[src/rtl/jtframe_joyser_pkg.sv]
// Shared types and constants for the serial joystick scanner.
package jtframe_joyser_pkg;

    typedef logic [2:0] state_t;

    localparam state_t S_IDLE    = 3'd0;
    localparam state_t S_LOAD    = 3'd1;
    localparam state_t S_SHIFT_L = 3'd2;
    localparam state_t S_SHIFT_H = 3'd3;
    localparam state_t S_LATCH   = 3'd4;

    // An unplugged player's line floats high, so its raw word reads all ones.
    localparam logic [15:0] ABSENT_WORD = 16'hFFFF;

    // Ticks from the load strobe to the end of the latch tick.
    function automatic int scan_ticks(input int players, input int bits);
        return 2 + 2 * players * bits;
    endfunction

endpackage

[src/rtl/jtframe_joyser_if.sv]
// Pin-side and published-data signals of the joystick scanner.
interface jtframe_joyser_if #(
    parameter int PLAYERS = 2,
    parameter int BITS    = 16
);
    logic                      enable;
    logic                      joy_clk;
    logic                      joy_load;
    logic                      joy_data;
    logic [PLAYERS*BITS-1:0]   joystick;
    logic [PLAYERS-1:0]        present;
    logic                      scan_done;

    modport master (
        input  enable, joy_data,
        output joy_clk, joy_load, joystick, present, scan_done
    );

    modport slave (
        output enable, joy_data,
        input  joy_clk, joy_load, joystick, present, scan_done
    );
endinterface

[src/rtl/jtframe_joyser_tick.sv]
// Free-running divider: one-clk tick strobe every DIV clocks.
module jtframe_joyser_tick #(
    parameter int DIV = 4
) (
    input  logic clk,
    input  logic rst,
    output logic o_tick
);
    localparam int CW = $clog2(DIV);

    logic [CW-1:0] r_cnt;

    assign o_tick = (r_cnt == CW'(DIV - 1));

    always_ff @(posedge clk) begin
        if (rst) begin
            r_cnt <= '0;
        end else if (o_tick) begin
            r_cnt <= '0;
        end else begin
            r_cnt <= r_cnt + CW'(1);
        end
    end
endmodule

[src/rtl/jtframe_joyser.sv]
// Serial joystick scanner: drives a PISO chain, de-serialises it and
// publishes per-player words with optional two-scan debounce.
module jtframe_joyser
    import jtframe_joyser_pkg::*;
#(
    parameter int PLAYERS  = 2,
    parameter int BITS     = 16,
    parameter int DIV      = 4,
    parameter int GAP      = 64,
    parameter int INVERT   = 1,
    parameter int DEBOUNCE = 1
) (
    input  logic clk,
    input  logic rst,
    jtframe_joyser_if.master bus
);
    localparam int NB = (scan_ticks(PLAYERS, BITS) - 2) / 2;
    localparam int NW = $clog2(NB);
    localparam int GW = (GAP > 1) ? $clog2(GAP) : 1;

    logic              w_tick;
    logic              w_publish;
    logic [PLAYERS-1:0] w_absent;
    logic [NB-1:0]     w_next_joy;

    state_t            r_state;
    logic [NW-1:0]     r_bit;
    logic [GW-1:0]     r_gap;
    logic [1:0]        r_sync;
    logic [NB-1:0]     r_buf;
    logic [NB-1:0]     r_prev;
    logic              r_valid;
    logic [NB-1:0]     r_joy;
    logic [PLAYERS-1:0] r_present;
    logic              r_jclk;
    logic              r_jload;
    logic              r_done;

    jtframe_joyser_tick #(.DIV(DIV)) u_tick (
        .clk    (clk),
        .rst    (rst),
        .o_tick (w_tick)
    );

    // r_valid keeps the first scan after reset from matching the cleared history.
    assign w_publish = (DEBOUNCE == 0) || (r_valid && (r_buf == r_prev));

    genvar gi;
    generate
        for (gi = 0; gi < PLAYERS; gi++) begin : g_player
            logic [BITS-1:0] w_raw;
            assign w_raw = (INVERT != 0) ? ~r_buf[gi*BITS +: BITS] : r_buf[gi*BITS +: BITS];
            assign w_absent[gi] = (w_raw == ABSENT_WORD[BITS-1:0]);
            assign w_next_joy[gi*BITS +: BITS] = w_absent[gi] ? '0 :
                   (w_publish ? r_buf[gi*BITS +: BITS] : r_joy[gi*BITS +: BITS]);
        end
    endgenerate

    always_ff @(posedge clk) begin
        if (rst) begin
            r_state   <= S_IDLE;
            r_bit     <= '0;
            r_gap     <= '0;
            r_sync    <= 2'b11;
            r_buf     <= '0;
            r_prev    <= '0;
            r_valid   <= 1'b0;
            r_joy     <= '0;
            r_present <= '0;
            r_jclk    <= 1'b1;
            r_jload   <= 1'b1;
            r_done    <= 1'b0;
        end else begin
            r_sync <= {r_sync[0], bus.joy_data};
            r_done <= 1'b0;
            if (w_tick) begin
                case (r_state)
                    S_IDLE: begin
                        r_jclk  <= 1'b1;
                        r_jload <= 1'b1;
                        if (!bus.enable) begin
                            r_gap <= '0;
                        end else if (r_gap == GW'(GAP - 1)) begin
                            r_gap   <= '0;
                            r_jload <= 1'b0;
                            r_state <= S_LOAD;
                        end else begin
                            r_gap <= r_gap + GW'(1);
                        end
                    end
                    S_LOAD: begin
                        r_jload <= 1'b1;
                        r_jclk  <= 1'b0;
                        r_state <= S_SHIFT_L;
                    end
                    S_SHIFT_L: begin
                        // Sampled at the end of the low phase so the synchroniser has settled.
                        r_buf[r_bit] <= (INVERT != 0) ? ~r_sync[1] : r_sync[1];
                        r_jclk       <= 1'b1;
                        r_state      <= S_SHIFT_H;
                    end
                    S_SHIFT_H: begin
                        if (r_bit == NW'(NB - 1)) begin
                            r_bit   <= '0;
                            r_state <= S_LATCH;
                        end else begin
                            r_bit   <= r_bit + NW'(1);
                            r_jclk  <= 1'b0;
                            r_state <= S_SHIFT_L;
                        end
                    end
                    S_LATCH: begin
                        r_joy     <= w_next_joy;
                        r_present <= ~w_absent;
                        r_prev    <= r_buf;
                        r_valid   <= 1'b1;
                        r_done    <= 1'b1;
                        r_state   <= S_IDLE;
                    end
                    default: r_state <= S_IDLE;
                endcase
            end
        end
    end

    assign bus.joy_clk   = r_jclk;
    assign bus.joy_load  = r_jload;
    assign bus.joystick  = r_joy;
    assign bus.present   = r_present;
    assign bus.scan_done = r_done;

endmodule
[src/flat_wrapper.sv]
// flat-port wrapper written by rule: the top's interface ports become plain ports
module jtframe_joyser_flat import jtframe_joyser_pkg::*;
#(
    parameter int PLAYERS  = 2,
    parameter int BITS     = 16,
    parameter int DIV      = 4,
    parameter int GAP      = 64,
    parameter int INVERT   = 1,
    parameter int DEBOUNCE = 1
)
  (clk, rst, bus_enable, bus_joy_data, bus_joy_clk, bus_joy_load, bus_joystick, bus_present, bus_scan_done);
  jtframe_joyser_if #(.PLAYERS(PLAYERS), .BITS(BITS)) bus_i ();
  input  logic clk;
  input  logic rst;
  input wire logic [$bits(bus_i.enable)-1:0] bus_enable;
  input wire logic [$bits(bus_i.joy_data)-1:0] bus_joy_data;
  output wire logic [$bits(bus_i.joy_clk)-1:0] bus_joy_clk;
  output wire logic [$bits(bus_i.joy_load)-1:0] bus_joy_load;
  output wire logic [$bits(bus_i.joystick)-1:0] bus_joystick;
  output wire logic [$bits(bus_i.present)-1:0] bus_present;
  output wire logic [$bits(bus_i.scan_done)-1:0] bus_scan_done;
  assign bus_i.enable = bus_enable;
  assign bus_i.joy_data = bus_joy_data;
  assign bus_joy_clk = bus_i.joy_clk;
  assign bus_joy_load = bus_i.joy_load;
  assign bus_joystick = bus_i.joystick;
  assign bus_present = bus_i.present;
  assign bus_scan_done = bus_i.scan_done;
  jtframe_joyser #(.PLAYERS(PLAYERS), .BITS(BITS), .DIV(DIV), .GAP(GAP), .INVERT(INVERT), .DEBOUNCE(DEBOUNCE)) u_core (.clk(clk), .rst(rst), .bus(bus_i));
endmodule
[config.mk]
export PLATFORM = sky130hd
export DESIGN_NAME = jtframe_joyser_flat
export DESIGN_NICKNAME = d
export VERILOG_FILES = /design/src/rtl/jtframe_joyser_pkg.sv /design/src/rtl/jtframe_joyser_if.sv /design/src/rtl/jtframe_joyser_tick.sv /design/src/rtl/jtframe_joyser.sv /design/src/flat_wrapper.sv
export SDC_FILE = /design/constraint.sdc
export NUM_CORES = 1
export LEC_CHECK = 0
export CAP_MARGIN = 10
export CORE_MARGIN = 2
export CORE_UTILIZATION = 25
export CTS_CLUSTER_DIAMETER = 60
export CTS_CLUSTER_SIZE = 14
export DETAILED_ROUTE_END_ITERATION = 8
export MAX_ROUTING_LAYER = met4
export PLACE_DENSITY = 0.51
export SYNTH_ARGS = -nofsm -noshare
export SYNTH_HDL_FRONTEND = slang
export SYNTH_SLANG_ARGS = --single-unit
[constraint.sdc]
create_clock -name clk -period 2.2 [get_ports clk]
set_input_delay 0.44 -clock clk [delete_from_list [all_inputs] [get_ports clk]]
set_output_delay 0.44 -clock clk [all_outputs]
set_load 0.05 [all_outputs]
# After elaboration in Yosys (flattened, before gate mapping)
# Index checks and enable logic that the tools add are counted.
# totals
ff_bits	120
latchBits	0
mem_bits_rw	0
rom_bits	0
in_bits	4
out_inout_bits	37
elab_cells	76
n_memories	0
# op_classes
add_sub_neg	3
multipliers	0
div_mod_pow	0
magnitude_cmp	2
eq_ne	13
shifts	0
muxes	20
n_bitwise	5
reduce_logical	19
# ops
cell	n
$mux 16	4
$bwmux 32	1
$eq 16x16->1 const B	2
$eq 32x32->1	1
$not 16->16	2
$mux 6	2
$pmux 3 s4	1
$reduce_and 3->1	4
$reduce_and 2->1	5
$mux 3	3
$add 6x1->6 const B	1
$eq 3x2->1 const B	2
$eq 6x6->1 const B	1
$lt 5x6->1 const B	1
$reduce_bool 2->1	3
$reduce_or 2->1	3
$add 5x1->5 const B	1
$demux 1 s5	1
$eq 5x5->1 const B	1
$ge 5x1->1 const B	1
$mux 1	5
$mux 5	1
$ne 2x2->1 const B	2
$eq 3x1->1 const B	1
other kinds (11)	13

# Depth between registers and ports, before layout
# Gate-level depths: netlist (run 1).
# depth
depth_word	5
depth_mapped	9
depth_no_buf	7

# Hierarchy
# From an unflattened synthesis (run 1), not the netlist that was laid out.
# unflattened
cells_unflattened	593
area_unflattened_um2	5247.5
# by_module_without_submodules
module	instances	cells_each	area_per_inst_um2	seq_area_each_um2
jtframe_joyser	1	588	5172.5	2362.3
jtframe_joyser_tick	1	5	75.1	40.0

# Worst setup path after synthesis (run 1)
# OpenSTA, ideal clock, no wires.
# synth_path
kind	reg2reg
from	reg u_core.r_bit[0]
to	reg u_core.r_bit[3]
setup_ps	70
arrival_ps	1695
required_time_ps	2130
slack_ps	435
stages_incl_launch_ff	7
synth_period_minus_slack_ps	1765
cell_sequence	dfxtp_1 > ha_1 > and3_1 > ha_1 > clkbuf_1 > or4_1 > a21oi_1
# synth_via
elab_chain_cells	2
word_cells_on_any_way	3
cone_classes	add/sub (1); eq/ne (1); mux (1)
# synth_rtl
element	line_no	source
from (decl)	jtframe_joyser.sv:27	logic [NW-1:0] r_bit;
from (signal assigned)	jtframe_joyser.sv:107	r_bit <= r_bit + NW'(1);
$add 5x1->5 / $eq 5x5->1 (equally long branches)	jtframe_joyser.sv:107, jtframe_joyser.sv:103	
$mux 5 (*)	jtframe_joyser.sv:103	if (r_bit == NW'(NB - 1)) begin
# Mark *: on every way between the ends. The rest lies on a longest branch, timed or not.
# A chain may end at the register's enable or synchronous reset.

# Worst setup path after layout (run 1)
# layout_path
from	reg u_core.u_tick.r_cnt[0]
to	reg u_core.r_buf[4]
# layout_via
elab_chain_cells	2
# layout_rtl
element	line_no	source
from (decl)	jtframe_joyser_tick.sv:11	logic [CW-1:0] r_cnt;
from (signal assigned)	jtframe_joyser_tick.sv:21	r_cnt <= r_cnt + CW'(1);
$eq 2x2->1	jtframe_joyser_tick.sv:13	assign o_tick = (r_cnt == CW'(DIV - 1));
$reduce_and 2->1 (no line)	--	
to (signal, indexed assignment)	jtframe_joyser.sv:98	r_buf[r_bit] <= (INVERT != 0) ? ~r_sync[1] : r_sync[1];
to (decl)	jtframe_joyser.sv:30	logic [NB-1:0] r_buf;
# No other way between the ends.

==> results of run 1 <==
layout by cell type (no fill, tap or decap), types with 3 or more instances in the layout:
master                            instances
sky130_fd_sc_hd__a21oi_1                 76
sky130_fd_sc_hd__a311oi_1                33
sky130_fd_sc_hd__and3_1                   8
sky130_fd_sc_hd__buf_12                   3
sky130_fd_sc_hd__buf_4                   35
sky130_fd_sc_hd__clkbuf_16               17
sky130_fd_sc_hd__clkdlybuf4s50_1         39
sky130_fd_sc_hd__clkinv_2                 3
sky130_fd_sc_hd__clkinvlp_4               4
sky130_fd_sc_hd__dfxtp_1                120
sky130_fd_sc_hd__ha_1                     7
sky130_fd_sc_hd__inv_1                   31
sky130_fd_sc_hd__mux2i_1                  7
sky130_fd_sc_hd__nand2_1                 72
sky130_fd_sc_hd__nand2b_1                35
sky130_fd_sc_hd__nand3_1                  8
sky130_fd_sc_hd__nand4_1                  8
sky130_fd_sc_hd__nor2_1                  21
sky130_fd_sc_hd__nor3_1                  11
sky130_fd_sc_hd__nor3b_1                  6
sky130_fd_sc_hd__nor4_1                  10
sky130_fd_sc_hd__o21ai_0                  5
sky130_fd_sc_hd__o32ai_1                 26
sky130_fd_sc_hd__or2b_1                   5
sky130_fd_sc_hd__xnor2_1                 17
sky130_fd_sc_hd__xor2_1                  15
cell families (layout without fill, tap and decap cells):
logic type      after synthesis  after routing
buf+inv                      82            139
mux                           7              7
simple gates                197            197
flops                       120            120
compound gates              150            150
fa+ha+maj                     7              7
xor+xnor                     32             32
cell type report:
cell class                      count  area, µm²
Sequential cell                   120       2400
Clock inverter                     11        123
Inverter                           31        116
Multi-Input combinational cell    393       2490
Timing Repair Buffer               77        713
Tap cell                          270        338
Fill cell                        2144      13700
Clock buffer                       20        457
state kept, by name, indices dropped and copies added (netlist names):
| signal | count |
|---|---|
| u_core.bus.joy_clk | 1 |
| u_core.bus.joy_load | 1 |
| u_core.bus.joystick | 32 |
| u_core.bus.present | 2 |
| u_core.bus.scan_done | 1 |
| u_core.r_bit | 5 |
| u_core.r_buf | 32 |
| u_core.r_gap | 6 |
| u_core.r_prev | 32 |
| u_core.r_state | 3 |
| u_core.r_sync | 2 |
| u_core.r_valid | 1 |
| u_core.u_tick.r_cnt | 2 |
cell usage after synthesis (all sizes together), types with 2 or more instances:
cell	count
o32ai	26
o21ai	5
and3b	2
a31o	3
xnor2	17
nand3	8
xor2	15
nor2	21
and3	8
a21oi	76
buf	18
a311oi	33
nand4	9
dfxtp	120
mux2i	7
or2b	5
ha	7
nand2	72
inv	31
nor3	13
or2	2
nand2b	35
nor3b	6
nor4	11
clkbuf	33
report_power, final:
part | internal, mW | switching [mW]
Combinational | 0.0374 | 0.0728
Clock | 1.72 | 1.00
Sequential | 2.18 | 0.00406
metrics by stage:
| step | setup WS, ns | utilization | std cells | hold WS (ns) | cell area, µm² |
|---|---|---|---|---|---|
| 3_5_place_dp | 0.126 | 0.296 | 891 | 0.395 | 6030 |
| 2_1_floorplan | 0.435 | - | 595 | 0.389 | 5230 |
| 4_1_cts | 0.111 | 0.325 | 922 | 0.408 | 6610 |
| 3_3_place_gp | 0.151 | 0.296 | 891 | 0.395 | 6030 |
| 6_report | 0.186 | 0.326 | 922 | 0.407 | 6640 |
| 5_1_grt | 0.00170 | 0.326 | 922 | 0.425 | 6640 |
repair_timing:
action / CTS / global route
endpoints found under the setup margin: 0 / 19
buffers inserted: 0 / 0
gates resized for setup: 0 / 4
layer usage:
layer | vias up | track usage | part of all wire
met3 | 12 | 0.0359 | 0.057
met4 | 0 | 0.0390 | 0.0098
met1 | 1969 | 0.179 | 0.50
li1 | 2201 | - | -
met5 | - | - | 0
met2 | 94 | 0.187 | 0.44
final timing paths:
check / startpoint / end / slack, ns / cells after the start
min reg2reg: u_core.r_sync[0]$_SDFF_PP1_ / u_core.r_sync[1]$_SDFF_PP1_ / 0.41 / 1
max: u_core.u_tick.r_cnt[0]$_SDFF_PP0_ / u_core.r_buf[4]$_SDFFE_PP0P_ / 0.19 / 7
min: u_core.r_sync[0]$_SDFF_PP1_ / u_core.r_sync[1]$_SDFF_PP1_ / 0.41 / 1
max reg2reg: u_core.u_tick.r_cnt[0]$_SDFF_PP0_ / u_core.r_buf[4]$_SDFFE_PP0P_ / 0.19 / 7
==> results_dict.tcl, run 1 <==
set metrics [dict create \
    max_vdd_drop_mv 0.492 \
    gpl.final_weighted_congestion 0.776 \
    max_clock_freq_mhz 496 \
    critical_path_buf_inv_count 1 \
    drcViolationCount 0 \
    max_stage_delay_ns 0.34 \
    antenna-diode-count 0 \
    worst-path-max-fanout 16 \
    grt_overflow 0 \
    gr-usage-all-layers 0.131 \
    adder_cell_fraction_of_synth_area 0.0168 \
    final.min_clock_period_ns 2.01 \
    boundaryPins 41 \
    netlist.area_leader.share 0.460 \
    synth_simple_gate_area_share 0.196 \
    setup_repair_after_global_routing_missed_its_margin "false" \
    rows 52 \
    final_max_slew_viol_count 0 \
    first_global_vias 3912 \
    tightestPinTransition_ns 0.513 \
    grt_first_pass_wirelength_um 21700 \
    cp.arrival_ns 2.31 \
    cp-start-kind "flop" \
    cts_htree_levels 4 \
    area_growth_pct 27.2 \
    clock-sinks 120 \
    final_net_count 651 \
    drt-wirelength-per-cell_um 14.5 \
    netlist_instances 595 \
    die_y_um 149 \
    synth.largest_area_cell "sky130_fd_sc_hd__dfxtp_1" \
    yosys_cell_types 44 \
    post_synth_xor_area_fraction 0.0536 \
    floorplan.die.width_um 149 \
    post_drt_via_cell_ratio 4.64 \
    synth_sequential_area_ratio 0.460 \
    ys_ff_latch 120 \
    mux_cell_area_share_after_synthesis 0.0134 \
    detailedPlacementHpwl_um 8810 \
    syn-mean-instance-area_um2 8.78 \
    first_iter_violations 275 \
    total_power_mw 5.02 \
    ant_nets 0 \
    starting_density_of_the_core 0.257 \
    setup.worst_path.end_class "flop" \
    worst_path_max_delay_cell "sky130_fd_sc_hd__dfxtp_1" \
    hold_path.class "flop to flop" \
    synth.top_cells.by_area "sky130_fd_sc_hd__dfxtp_1 46%, sky130_fd_sc_hd__a21oi_1 7.3%, sky130_fd_sc_hd__a311oi_1 5.5%, sky130_fd_sc_hd__nand2_1 5.2%, sky130_fd_sc_hd__o32ai_1 4.4%" \
    status "finished, final reports clean" \
    synth_top_family_by_area "simple AND/OR/NAND/NOR gates" \
    fraction_of_layout_cells_with_a_size_suffix_above_1 0.120 \
    crit_family "simple AND/OR/NAND/NOR gates" \
    synth_compound_gate_area_share 0.192 \
    finalSetupViolCount 0 \
    routed-via-count 4276 \
    netlist_area_mm2 0.00523 \
    tns_ns 0 \
    worstPathCellList "ha_1 > nand2b_1 > nor2_1 > and3_1 > buf_4 > a21oi_1 > a311oi_1" \
    design.die.area_mm2 0.0221 \
    yosysWarnings 0 \
    clk-insertion-delay-late_ns 0.41 \
    p_leak_nw 2.24 \
    ys_async_sr_fraction 0 \
    hold_viol 0 \
    io_buffers 40 \
    synth_top_flop_cell "sky130_fd_sc_hd__dfxtp_1" \
    grt_antenna_before_repair 0 \
    drt_wl_total_um 13400 \
    tritoncts "done" \
    number_of_max_cap_violations 0 \
    final_min_period_over_clock_period 0.916 \
    power.density_cell_area_mw_per_mm2 756 \
    cts_buffer_depth 2 \
    cp_data_required_time_ns 2.50 \
    hold_buffers 0 \
    clock_pin_slew_on_the_worst_setup_and_hold_paths_ns 0.05 \
    pin_count_of_the_biggest_net_entering_global_routing 54 \
    slew_headroom 0.657 \
    drtPass1Iterations 5 \
    critPathKind "flop to flop" \
    core_area_mm2 0.0204 \
    count_of_flip_flops_with_a_built_in_enable_after_synthesis 0 \
    number_of_buffers_inserted_during_clock_tree_synthesis 17 \
    fin_skew_ns 0.00724 \
    root_driver "sky130_fd_sc_hd__clkbuf_16" \
    postSynthNetCount 606 \
]
Power figures use the tool's default switching activity.
==> run 2, diff against run 1 <==
--- a/config.mk
+++ b/config.mk
@@ -13,6 +13,7 @@
 export DETAILED_ROUTE_END_ITERATION = 8
 export MAX_ROUTING_LAYER = met4
 export PLACE_DENSITY = 0.51
+export SLEW_MARGIN = 20
 export SYNTH_ARGS = -nofsm -noshare
 export SYNTH_HDL_FRONTEND = slang
 export SYNTH_SLANG_ARGS = --single-unit
==> results of run 2 <==
The final DEF is identical to that of run 1; final timing and power are the same.
